===== config.mk =====
export PLATFORM = sky130hd
export DESIGN_NAME = sdram_ctrl_fsm
export DESIGN_NICKNAME = d
export VERILOG_FILES = /design/src/rtl/sdram_ctrl_fsm.sv
export SDC_FILE = /design/constraint.sdc
export NUM_CORES = 1
export LEC_CHECK = 0
export CAP_MARGIN = 15
export CORE_MARGIN = 1.5
export CORE_UTILIZATION = 50
export CTS_CLUSTER_SIZE = 24
export DETAILED_ROUTE_END_ITERATION = 10
export DONT_BUFFER_PORTS = 1
export HOLD_SLACK_MARGIN = 0.12
export SLEW_MARGIN = 40
export SYNTH_ARGS = -nofsm -noshare
export SYNTH_HDL_FRONTEND = slang
export SYNTH_SLANG_ARGS = --single-unit

===== constraint.sdc =====
create_clock -name clk -period 3.8 [get_ports clk]
set_clock_uncertainty 0.15 [all_clocks]
set_input_delay 0.38 -clock clk [delete_from_list [all_inputs] [get_ports clk]]
set_output_delay 0.38 -clock clk [all_outputs]
set_load 0.02 [all_outputs]

===== src/rtl/sdram_ctrl_fsm.sv =====
// -----------------------------------------------------------------------------
// sdram_ctrl_fsm
//
// Control state machine for a single-rank SDRAM. It runs three jobs:
//   - the power-up initialisation sequence: NOP wait, precharge-all,
//     8 auto-refreshes, then mode-register set;
//   - the periodic auto-refresh scheduler;
//   - single page-burst read and write transactions.
// The downstream command encoder turns init_state / work_state / cnt_clk /
// sdram_rd_wr into SDRAM commands. It relies on the numeric state encodings
// below, so those values must not change.
//
// Build option:
//   SDRAM_SIM_FAST_INIT_EN - when defined, the power-up NOP wait is shortened
//                            to 10 cycles for simulation. The rest of the
//                            sequence is unchanged.
//
// Ports:
//   clk             in   system clock
//   rst_n           in   asynchronous active-low reset
//   sdram_wr_req    in   write burst request (level, held until ack)
//   sdram_rd_req    in   read burst request  (level, held until ack)
//   sdram_wr_burst  in   write burst length in words (0 is treated as 1)
//   sdram_rd_burst  in   read burst length in words  (0 is treated as 1)
//   sdram_init_done out  high while initialisation is complete
//   sdram_wr_ack    out  write data accepted this cycle (W_WRITE / W_WD)
//   sdram_rd_ack    out  read data phase active this cycle (W_RD)
//   init_state      out  initialisation state
//   work_state      out  working state
//   cnt_clk         out  cycles spent in the current state (saturating)
//   sdram_rd_wr     out  1 = read, 0 = write, held for a whole transaction
// -----------------------------------------------------------------------------
module sdram_ctrl_fsm #(
  parameter int INIT_WAIT  = 20000,
  parameter int REF_PERIOD = 781,
  parameter int TRP_CLK    = 4,
  parameter int TRC_CLK    = 6,
  parameter int TRSC_CLK   = 6,
  parameter int TRCD_CLK   = 2,
  parameter int TCL_CLK    = 3,
  parameter int TWR_CLK    = 2
) (
  input  logic       clk,
  input  logic       rst_n,
  input  logic       sdram_wr_req,
  input  logic       sdram_rd_req,
  input  logic [9:0] sdram_wr_burst,
  input  logic [9:0] sdram_rd_burst,
  output logic       sdram_init_done,
  output logic       sdram_wr_ack,
  output logic       sdram_rd_ack,
  output logic [4:0] init_state,
  output logic [3:0] work_state,
  output logic [9:0] cnt_clk,
  output logic       sdram_rd_wr
);

`ifdef SDRAM_SIM_FAST_INIT_EN
  localparam int NOP_CYCLES = 10;
`else
  localparam int NOP_CYCLES = INIT_WAIT;
`endif

  localparam int REF_W = (REF_PERIOD > 2) ? $clog2(REF_PERIOD) : 1;

  localparam logic [14:0]      NOP_LAST  = 15'(NOP_CYCLES - 1);
  localparam logic [REF_W-1:0] REF_LAST  = REF_W'(REF_PERIOD - 1);
  localparam logic [REF_W-1:0] REF_ONE   = REF_W'(1);
  localparam logic [9:0]       TRP_LAST  = 10'(TRP_CLK - 1);
  localparam logic [9:0]       TRC_LAST  = 10'(TRC_CLK - 1);
  localparam logic [9:0]       TRSC_LAST = 10'(TRSC_CLK - 1);
  localparam logic [9:0]       TRCD_LAST = 10'(TRCD_CLK - 1);
  localparam logic [9:0]       TCL_LAST  = 10'(TCL_CLK - 1);
  localparam logic [9:0]       TWR_LAST  = 10'(TWR_CLK - 1);
  localparam logic [3:0]       AR_TOTAL  = 4'd8;

  // Encodings are shared with the command encoder.
  typedef enum logic [4:0] {
    I_NOP  = 5'd0,
    I_PRE  = 5'd1,
    I_TRP  = 5'd2,
    I_AR   = 5'd3,
    I_TRF  = 5'd4,
    I_MRS  = 5'd5,
    I_TRSC = 5'd6,
    I_DONE = 5'd7
  } init_t;

  typedef enum logic [3:0] {
    W_IDLE   = 4'd0,
    W_ACTIVE = 4'd1,
    W_TRCD   = 4'd2,
    W_READ   = 4'd3,
    W_CL     = 4'd4,
    W_RD     = 4'd5,
    W_WRITE  = 4'd6,
    W_WD     = 4'd7,
    W_TWR    = 4'd8,
    W_PRE    = 4'd9,
    W_TRP    = 4'd10,
    W_AR     = 4'd11,
    W_TRFC   = 4'd12
  } work_t;

  // Saturating increment for the per-state cycle counter.
  function automatic logic [9:0] sat_inc(input logic [9:0] v);
    if (v == 10'd1023) begin
      sat_inc = v;
    end else begin
      sat_inc = v + 10'd1;
    end
  endfunction

  // A zero burst length is served as a single word.
  function automatic logic [9:0] norm_burst(input logic [9:0] b);
    if (b == 10'd0) begin
      norm_burst = 10'd1;
    end else begin
      norm_burst = b;
    end
  endfunction

  init_t            init_state_r;
  work_t            work_state_r;
  logic [9:0]       cnt_clk_r;
  logic [14:0]      nop_cnt_r;
  logic [3:0]       ar_cnt_r;
  logic [REF_W-1:0] ref_timer_r;
  logic             ref_pending_r;
  logic [9:0]       burst_r;
  logic             rd_wr_r;
  logic             wr_ack_r;
  logic             rd_ack_r;
  logic             init_done_r;

  init_t            init_next_s;
  work_t            work_next_s;
  logic             rd_wr_next_s;
  logic [9:0]       burst_next_s;
  logic             ref_hit_s;
  logic             ref_due_s;
  logic             state_chg_s;
  logic             ar_entry_s;

  // Refresh falls due on the terminal timer count. It is also visible in the
  // same cycle, so a coinciding request cannot overtake it.
  always_comb begin
    ref_hit_s   = (init_state_r == I_DONE) && (ref_timer_r == REF_LAST);
    ref_due_s   = ref_pending_r || ref_hit_s;
    state_chg_s = (init_next_s != init_state_r) || (work_next_s != work_state_r);
    ar_entry_s  = (work_state_r == W_IDLE) && (work_next_s == W_AR);
  end

  // Initialisation next-state logic.
  always_comb begin
    init_next_s = init_state_r;
    case (init_state_r)
      I_NOP: begin
        if (nop_cnt_r == NOP_LAST) begin
          init_next_s = I_PRE;
        end else begin
          init_next_s = I_NOP;
        end
      end
      I_PRE: init_next_s = I_TRP;
      I_TRP: begin
        if (cnt_clk_r == TRP_LAST) begin
          init_next_s = I_AR;
        end else begin
          init_next_s = I_TRP;
        end
      end
      I_AR: init_next_s = I_TRF;
      I_TRF: begin
        // ar_cnt_r already counts the AR that preceded this TRF.
        if (cnt_clk_r != TRC_LAST) begin
          init_next_s = I_TRF;
        end else if (ar_cnt_r == AR_TOTAL) begin
          init_next_s = I_MRS;
        end else begin
          init_next_s = I_AR;
        end
      end
      I_MRS: init_next_s = I_TRSC;
      I_TRSC: begin
        if (cnt_clk_r == TRSC_LAST) begin
          init_next_s = I_DONE;
        end else begin
          init_next_s = I_TRSC;
        end
      end
      I_DONE:  init_next_s = I_DONE;
      default: init_next_s = I_NOP;
    endcase
  end

  // Working next-state logic. Direction and burst length are captured when
  // leaving W_IDLE.
  always_comb begin
    work_next_s  = work_state_r;
    rd_wr_next_s = rd_wr_r;
    burst_next_s = burst_r;
    case (work_state_r)
      W_IDLE: begin
        if (init_state_r != I_DONE) begin
          work_next_s = W_IDLE;
        end else if (ref_due_s) begin
          work_next_s = W_AR;
        end else if (sdram_wr_req) begin
          work_next_s  = W_ACTIVE;
          rd_wr_next_s = 1'b0;
          burst_next_s = norm_burst(sdram_wr_burst);
        end else if (sdram_rd_req) begin
          work_next_s  = W_ACTIVE;
          rd_wr_next_s = 1'b1;
          burst_next_s = norm_burst(sdram_rd_burst);
        end else begin
          work_next_s = W_IDLE;
        end
      end
      W_ACTIVE: work_next_s = W_TRCD;
      W_TRCD: begin
        if (cnt_clk_r != TRCD_LAST) begin
          work_next_s = W_TRCD;
        end else if (rd_wr_r) begin
          work_next_s = W_READ;
        end else begin
          work_next_s = W_WRITE;
        end
      end
      W_WRITE: begin
        // A single-word write has no W_WD phase.
        if (burst_r == 10'd1) begin
          work_next_s = W_TWR;
        end else begin
          work_next_s = W_WD;
        end
      end
      W_WD: begin
        if (cnt_clk_r == (burst_r - 10'd2)) begin
          work_next_s = W_TWR;
        end else begin
          work_next_s = W_WD;
        end
      end
      W_TWR: begin
        if (cnt_clk_r == TWR_LAST) begin
          work_next_s = W_PRE;
        end else begin
          work_next_s = W_TWR;
        end
      end
      W_READ: work_next_s = W_CL;
      W_CL: begin
        if (cnt_clk_r == TCL_LAST) begin
          work_next_s = W_RD;
        end else begin
          work_next_s = W_CL;
        end
      end
      W_RD: begin
        if (cnt_clk_r == (burst_r - 10'd1)) begin
          work_next_s = W_PRE;
        end else begin
          work_next_s = W_RD;
        end
      end
      W_PRE: work_next_s = W_TRP;
      W_TRP: begin
        if (cnt_clk_r == TRP_LAST) begin
          work_next_s = W_IDLE;
        end else begin
          work_next_s = W_TRP;
        end
      end
      W_AR: work_next_s = W_TRFC;
      W_TRFC: begin
        if (cnt_clk_r == TRC_LAST) begin
          work_next_s = W_IDLE;
        end else begin
          work_next_s = W_TRFC;
        end
      end
      default: work_next_s = W_IDLE;
    endcase
  end

  // State registers and per-state cycle counter.
  always_ff @(posedge clk or negedge rst_n) begin
    if (!rst_n) begin
      init_state_r <= I_NOP;
      work_state_r <= W_IDLE;
      cnt_clk_r    <= 10'd0;
    end else begin
      init_state_r <= init_next_s;
      work_state_r <= work_next_s;
      cnt_clk_r    <= state_chg_s ? 10'd0 : sat_inc(cnt_clk_r);
    end
  end

  // Power-up NOP wait counter and count of AR commands issued during init.
  always_ff @(posedge clk or negedge rst_n) begin
    if (!rst_n) begin
      nop_cnt_r <= 15'd0;
      ar_cnt_r  <= 4'd0;
    end else begin
      if (init_state_r == I_NOP) begin
        nop_cnt_r <= nop_cnt_r + 15'd1;
      end else begin
        nop_cnt_r <= nop_cnt_r;
      end
      if (init_state_r == I_AR) begin
        ar_cnt_r <= ar_cnt_r + 4'd1;
      end else begin
        ar_cnt_r <= ar_cnt_r;
      end
    end
  end

  // Refresh interval timer and sticky pending flag. A refresh that comes due
  // mid-burst stays pending until the machine returns to W_IDLE.
  always_ff @(posedge clk or negedge rst_n) begin
    if (!rst_n) begin
      ref_timer_r   <= '0;
      ref_pending_r <= 1'b0;
    end else begin
      if (init_state_r == I_DONE) begin
        ref_timer_r <= ref_hit_s ? '0 : (ref_timer_r + REF_ONE);
      end else begin
        ref_timer_r <= ref_timer_r;
      end
      if (ar_entry_s) begin
        ref_pending_r <= 1'b0;
      end else if (ref_hit_s) begin
        ref_pending_r <= 1'b1;
      end else begin
        ref_pending_r <= ref_pending_r;
      end
    end
  end

  // Transaction context captured on W_IDLE -> W_ACTIVE.
  always_ff @(posedge clk or negedge rst_n) begin
    if (!rst_n) begin
      rd_wr_r <= 1'b1;
      burst_r <= 10'd1;
    end else begin
      rd_wr_r <= rd_wr_next_s;
      burst_r <= burst_next_s;
    end
  end

  // Status flags are decoded from the next state so they line up with it.
  always_ff @(posedge clk or negedge rst_n) begin
    if (!rst_n) begin
      wr_ack_r    <= 1'b0;
      rd_ack_r    <= 1'b0;
      init_done_r <= 1'b0;
    end else begin
      wr_ack_r    <= (work_next_s == W_WRITE) || (work_next_s == W_WD);
      rd_ack_r    <= (work_next_s == W_RD);
      init_done_r <= (init_next_s == I_DONE);
    end
  end

  assign init_state      = init_state_r;
  assign work_state      = work_state_r;
  assign cnt_clk         = cnt_clk_r;
  assign sdram_rd_wr     = rd_wr_r;
  assign sdram_wr_ack    = wr_ack_r;
  assign sdram_rd_ack    = rd_ack_r;
  assign sdram_init_done = init_done_r;

endmodule


==> flow_metrics.py, run 1 <==
metrics = {
    "placed_design": {
        "place_ws_ps": 649.3,
        "place_area_mm2": 0.003879,
        "routabilityCongestion": 0.8733,
        "port_buffers": 0,
        "placed_cells": 503,
        "hpwl_um": 6224,
    },
    "setup_path": {
        "r2r_start": "burst_r[1]$_DFFE_PN0P_",
        "worst_ep_required_time_ps": 3840,
        "timing_worst_setup_path_type": "reg -> reg",
        "crit_arrival_ps": 3270,
        "r2r_end": "cnt_clk[2]$_DFFE_PN0P_",
        "cp_max_fo": 10,
        "r2r_setup_slack_ps": 570,
        "worst_setup_path_end_kind": "register",
        "reg2reg_depth": 9,
        "worstSetupStartpointType": "register",
    },
    "synthesis": {
        "async_reset_ff_frac": 1.000,
        "synth.avg_cell_area_um2": 9.053,
        "synthSimpleGateAreaFrac": 0.2689,
        "synthDistinctLibCells": 65,
        "ys_ff_latch": 61,
        "synth_top_family_by_area": "simple AND/OR/NAND/NOR gates",
        "synthXorXnorAreaFrac": 0.1054,
        "ys_warn_count": 0,
        "syn_inst": 421,
        "synth_edf_count": 0,
        "synth_mux_area_frac": 0.03185,
        "yosysSeqAreaShare": 0.4012,
        "synthAdderAreaFrac": 0.03283,
        "synth_area_mm2": 0.003811,
        "synth_compound_area_frac": 0.1215,
        "synth_ff_type": "dfrtp_1",
    },
    "final_layout": {
        "syn2layout_area_growth_pct": 12.08,
        "n_fill_cell": 646,
        "post-route-util": 0.5827,
        "diodes": 0,
        "final_area_mm2": 0.004272,
        "final_nets": 465,
        "layout.cells.non_filler": 535,
        "final_layout_size_suffix_gt1_frac": 0.08945,
    },
    "run_status": {
        "status": "complete, no violations",
    },
    "grt": {
        "overflow": 0,
        "grt_first_pass_wirelength_um": 14830,
        "grt_max_degree": 62,
        "grt_pass1_vias": 2934,
        "antenna_found_initial": 0,
        "grt_usage": 0.2273,
    },
    "timing": {
        "worst_pin_slew_ps": 663.5,
        "fin_ws_ps": 572.0,
        "fmax_ghz": 0.3098,
        "hold_viol": 0,
        "fin_tns_setup_ps": 0,
        "timing.final.crit_share": 0.8495,
        "slew_headroom": 0.5577,
        "finalMaxSlewViolations": 0,
        "setup_viol": 0,
        "period_needed_ps": 3228,
        "rsz0062_at_grt": "no",
    },
    "die": {
        "die_w_um": 90.31,
        "die_h_um": 90.31,
        "io_pins": 47,
        "rows": 31,
        "start_util": 0.5199,
        "core_area_mm2": 0.007331,
        "dieArea_mm2": 0.008155,
    },
    "power": {
        "leakage_nw": 1.865,
        "ir_drop_uv": 142.4,
        "power_density_mw_per_mm2": 309.2,
    },
    "min_path": {
        "holdPathStages": 2,
        "whs_endpoint": "burst_r[1]$_DFFE_PN0P_",
        "holdCritPathClass": "in -> reg",
        "hp-start": "sdram_wr_burst[1]",
    },
    "routing": {
        "vias": 3194,
        "via_per_inst": 5.970,
        "drt_iter0_markers": 212,
        "firstDrtPassIters": 5,
        "ant_nets": 0,
        "drc": 0,
        "wl_um": 8815,
        "wire_per_inst_um": 16.48,
    },
    "clock_tree": {
        "clock-root-buffer": "clkbuf_8",
        "numCtsBuffers": 9,
        "clkTransAtPathRegs_ps": 80,
        "cts_resized": 0,
        "cts_tree": "built",
        "cts.htree.levels": 3,
        "post_cts.repair.setup_buffers": 0,
        "clockBufferDepth": 2,
        "cts.sinks": 61,
        "clock_latency_ps": 330,
    },
    "flow_run": {
        "drv_cap": 0,
    },
}
==> where the power goes <==
part	switching [W]	internal, W	total (W)
Sequential	0	0.000649	0.000649
Clock	0.000260	0.000370	0.000629
Combinational	0.0000215	0.0000210	0.0000425
Total	0.000281	0.00104	0.00132
==> worst max-delay path by stage <==
stage               depth (start not counted)                endpoint                    from  slack (ps)
floorplan                                  10  cnt_clk[0]$_DFFE_PN0P_  burst_r[2]$_DFFE_PN0P_         930
global placement                           10  cnt_clk[0]$_DFFE_PN0P_  burst_r[2]$_DFFE_PN0P_         800
detailed placement                          9  cnt_clk[4]$_DFFE_PN0P_  burst_r[2]$_DFFE_PN0P_         650
CTS                                         9  cnt_clk[2]$_DFFE_PN0P_  burst_r[1]$_DFFE_PN0P_         590
global route                               10  cnt_clk[2]$_DFFE_PN0P_  burst_r[2]$_DFFE_PN0P_         380
finish                                      9  cnt_clk[2]$_DFFE_PN0P_  burst_r[1]$_DFFE_PN0P_         570
==> stage by stage <==
| step | total power (W) | hold WS [ps] |
|---|---|---|
| after CTS | 0.001336 | 123.3 |
| after global routing | 0.001370 | 126.2 |
| final | 0.001321 | 124.3 |
| after detailed placement | 0.0006728 | -64.38 |
| after floorplan | 0.0006745 | -65.59 |
| after global placement | 0.0006728 | -64.31 |
==> critical path, stage by stage (launching register included) <==
cell and delay, ps:
dfrtp_1 430, inv_1 130, ha_1 320, or3b_2 530
or4_1 530, a222oi_1 280, nand4b_1 200, o22ai_1 200
nand4b_4 240, nor3_1 90
==> final cells by class <==
cell class / count / area [um2] / share of cell area
clock buffers: 10 / 127.6 / 0.02988
clock inverters: 6 / 87.58 / 0.02050
inverters: 12 / 45.04 / 0.01054
multi-input cells: 326 / 2143 / 0.5018
flip-flops and latches: 61 / 1529 / 0.3579
well taps: 99 / 123.9 / 0.02900
repair buffers: 21 / 215.2 / 0.05038
==> placed cells by master (no fill, tap or decap), drive strengths merged, types with 3 or more instances in the layout <==
cell	instances
ha	10
nand4b	3
nor2	34
o21ai	21
nand4	15
mux2i	11
nand2	43
nand3	24
nand3b	4
dlygate4sd3	15
clkbuf	10
nand2b	8
nor4	7
or2	3
o211ai	3
clkinv	4
or4	6
and3	7
xnor2	23
nor3	20
nor4b	3
dfrtp	59
a31o	3
o31ai	5
xor2	22
buf	6
inv	12
a21oi	5
or3	5
a31oi	5
==> synthesized netlist by cell type, drive strengths merged, types with 2 or more instances <==
master / count / area share
dfrtp: 59 / 0.39
nand2: 43 / 0.042
nor2: 34 / 0.033
nand3: 24 / 0.032
xnor2: 23 / 0.055
xor2: 22 / 0.051
o21ai: 21 / 0.028
nor3: 20 / 0.028
clkbuf: 17 / 0.017
nand4: 15 / 0.026
inv: 12 / 0.012
mux2i: 11 / 0.029
ha: 10 / 0.033
nand2b: 8 / 0.013
and3: 7 / 0.011
nor4: 7 / 0.013
buf: 6 / 0.0089
or4: 6 / 0.012
a21oi: 5 / 0.0066
a31oi: 5 / 0.0082
o31ai: 5 / 0.0099
or3: 5 / 0.0082
nand3b: 4 / 0.0079
a31o: 3 / 0.0069
nand4b: 3 / 0.011
nor4b: 3 / 0.0069
o211ai: 3 / 0.0059
or2: 3 / 0.0049
a2111oi: 2 / 0.0062
a211oi: 2 / 0.0039
dfstp: 2 / 0.014
nor3b: 2 / 0.0039
o2111ai: 2 / 0.0046
o211a: 2 / 0.0053
o221ai: 2 / 0.0046
o22ai: 2 / 0.0033
or4b: 2 / 0.0053
==> cells by family (layout without fill, tap and decap cells) <==
group,count (synthesis),after routing
flops,61,61
mux,12,12
xor+xnor,45,45
other cells,1,2
buf+inv,35,49
compound gates,66,66
simple gates,191,191
fa+ha+maj,10,10
==> per-layer routing <==
layer  wire length, um  GRT usage  vias to the layer above  share of wire
met4               119    0.07937                        0          0.013
met1              3921     0.3048                     1539           0.44
met3               502    0.05387                       12          0.057
li1                  -          -                     1544              -
met2              4272     0.3598                       99           0.48
met5                 0          0                        -              0
==> sequential cells by signal, indices dropped and copies added (netlist names), 3 cells and up <==
register and flops:
ref_timer_r 10, cnt_clk 10, nop_cnt_r 15, init_state 3
work_state 4, burst_r 10, ar_cnt_r 4
==> timing repair <==
item	CTS	global route
setup endpoints to repair	0	0
hold endpoints to repair	70	0
hold buffers	16	0
(Power assumes the default switching activity.)
==> run 2: changes to the inputs <==
--- a/config.mk
+++ b/config.mk
@@ -12,6 +12,7 @@
 export DETAILED_ROUTE_END_ITERATION = 10
 export DONT_BUFFER_PORTS = 1
 export HOLD_SLACK_MARGIN = 0.12
+export PLACE_DENSITY = 0.68
 export SLEW_MARGIN = 40
 export SYNTH_ARGS = -nofsm -noshare
 export SYNTH_HDL_FRONTEND = slang
==> constraint.sdc (replaced) <==
create_clock -name clk -period 2.8 [get_ports clk]
set_clock_uncertainty 0.15 [all_clocks]
set_input_delay 0.28 -clock clk [delete_from_list [all_inputs] [get_ports clk]]
set_output_delay 0.28 -clock clk [all_outputs]
set_load 0.02 [all_outputs]
==> run 2 against run 1 <==
Via count up 5.2%; highest routed layer unchanged; critical path depth down 1; maximum frequency up 14%; utilization up 5.9 points; count of clock-buffer cells in the layout up 1; critical path type unchanged; sequential share of layout area down 3.3 points; critical endpoint is now cnt_clk[9]$_DFFE_PN0P_; register-to-register slack worse by 600 ps; the flow now finishes with violations (setup timing); clock power up 28%.
==> flow_metrics.py, run 2 (synthesis results as in run 1) <==
metrics = {
    "run_status": {
        "status": "finished with violations",
        "violations": "setup timing",
    },
    "die": {
        "core_area_mm2": 0.007331,
        "io_pins": 47,
        "dieArea_mm2": 0.008155,
        "die_w_um": 90.31,
        "die_h_um": 90.31,
        "start_util": 0.5199,
        "rows": 31,
    },
    "routing": {
        "wl_um": 9561,
        "drc": 0,
        "ant_nets": 0,
        "via_per_inst": 5.842,
        "wire_per_inst_um": 16.63,
        "drt_iter0_markers": 162,
        "vias": 3359,
        "firstDrtPassIters": 4,
    },
    "timing": {
        "finalMaxSlewViolations": 0,
        "hold_viol": 0,
        "timing.final.crit_share": 1.010,
        "worst_pin_slew_ps": 625.4,
        "holdWs_ps": 150.0,
        "rsz0062_at_grt": "yes",
        "fin_ws_ps": -29.07,
        "fmax_ghz": 0.3535,
        "slew_headroom": 0.5817,
        "period_needed_ps": 2829,
        "setup_viol": 10,
    },
    "final_layout": {
        "final_layout_size_suffix_gt1_frac": 0.1849,
        "syn2layout_area_growth_pct": 23.34,
        "final_nets": 505,
        "final_cell_mix": "59 x dfrtp_1, 43 x nand2_1, 37 x buf_4",
        "diodes": 0,
        "final_common_cell": "dfrtp_1",
        "post-route-util": 0.6412,
        "largest_reg_flops": 15,
        "top_register": "nop_cnt_r",
    },
    "clock_tree": {
        "clock-root-buffer": "clkbuf_8",
        "clock_latency_ps": 350,
        "cts.htree.levels": 3,
        "clkTransAtPathRegs_ps": 70,
        "cts_tree": "built",
        "numCtsBuffers": 9,
        "clockBufferDepth": 2,
        "cts.sinks": 61,
    },
    "setup_path": {
        "cp_max_fo": 5,
        "worstSetupStartpointType": "register",
        "timing_worst_setup_path_type": "reg -> reg",
        "worst_ep_required_time_ps": 2880,
        "crit_arrival_ps": 2910,
        "worst_setup_path_end_kind": "register",
    },
    "placed_design": {
        "hpwl_um": 6741,
        "routabilityCongestion": 0.9211,
        "port_buffers": 0,
    },
    "flow_run": {
        "drv_cap": 0,
    },
    "grt": {
        "grt_first_pass_wirelength_um": 16130,
        "grt_pass1_vias": 3292,
        "grt_max_degree": 62,
        "overflow": 0,
        "antenna_found_initial": 0,
        "grt_usage": 0.2463,
    },
    "power": {
        "power_density_mw_per_mm2": 372.9,
        "ir_drop_uv": 304.5,
        "leakage_nw": 2.079,
    },
    "min_path": {
        "holdCritPathClass": "in -> reg",
    },
}
==> run 2: changes by cell type in the layout (fill, tap and decap cells not counted), moves of 5 or more <==
cell	change
nor3_2	+5
buf_4	+32
dlygate4sd3_1	+5
nor3_1	-6
==> run 2: worst max-delay path, cell delays in order (launching register included) <==
cell and delay (ps):
dfrtp_1 460, ha_1 260, or4b_2 650, nor4_1 410, o21ai_0 260, o221ai_1 160
nor3_2 120, nand4b_4 170, nor3_2 70
==> run 2: worst paths after layout <==
| check | cells past startpoint | to | startpoint | slack, ps |
|---|---|---|---|---|
| worst max-delay path | 8 | cnt_clk[9]$_DFFE_PN0P_ | cnt_clk[0]$_DFFE_PN0P_ | -30 |
| worst min-delay path | 3 | burst_r[0]$_DFFE_PN1P_ | sdram_wr_burst[0] | 150 |
| worst max register to register | 8 | cnt_clk[9]$_DFFE_PN0P_ | cnt_clk[0]$_DFFE_PN0P_ | -30 |
| worst min register to register | 1 | nop_cnt_r[14]$_DFFE_PN0P_ | nop_cnt_r[14]$_DFFE_PN0P_ | 330 |
| max in group asynchronous | 2 | sdram_rd_wr$_DFFE_PN1P_ | rst_n | 1900 |
| min in group asynchronous | 2 | ref_timer_r[7]$_DFFE_PN0P_ | rst_n | 310 |
==> run 2: power breakdown <==
part | total, W | internal (W) | switching, W
clock network | 0.000806 | 0.000437 | 0.000369
registers | 0.000881 | 0.000881 | 0
logic | 0.0000663 | 0.0000343 | 0.0000320
==> run 2: what timing repair did <==
item / 4_1_cts / 5_1_grt
pin swaps: 6 / 9
buffers inserted: 4 / 1
gates resized for setup: 6 / 13
setup endpoints to repair: 10 / 11
cloned: 1 / 0
endpoints found under the hold margin: 72 / 0
hold buffers: 21 / 0
==> run 2: area by class of cell <==
type	instances	area, um2
tap	99	123.9
clock inverter	5	58.81
clock buffer	11	141.4
timing repair buffer	60	536.8
multi-input combinational	327	2266
sequential	61	1529
fill	594	2630
inverter	12	45.04
==> run 2: metrics by stage <==
stage	total power, W	area (um2)	TNS (ps)	worst slack, ps	cells
after global routing	0.001814	4701	-1883	-195.6	575
after global placement	0.0009125	4101	0	44.48	532
after detailed placement	0.0009128	4101	-1195	-131.3	532
after CTS	0.001771	4603	-28.44	-14.42	574
after floorplan	0.0009155	3821	0	79.70	422
final	0.001753	4701	-138.9	-29.07	575
==> run 2: layer usage <==
layer	share of wire	vias up	global-route usage
li1	-	1626	-
met1	0.45	1637	0.3285
met2	0.48	81	0.3870
met3	0.046	15	0.06145
met4	0.019	0	0.09127
met5	0	-	0
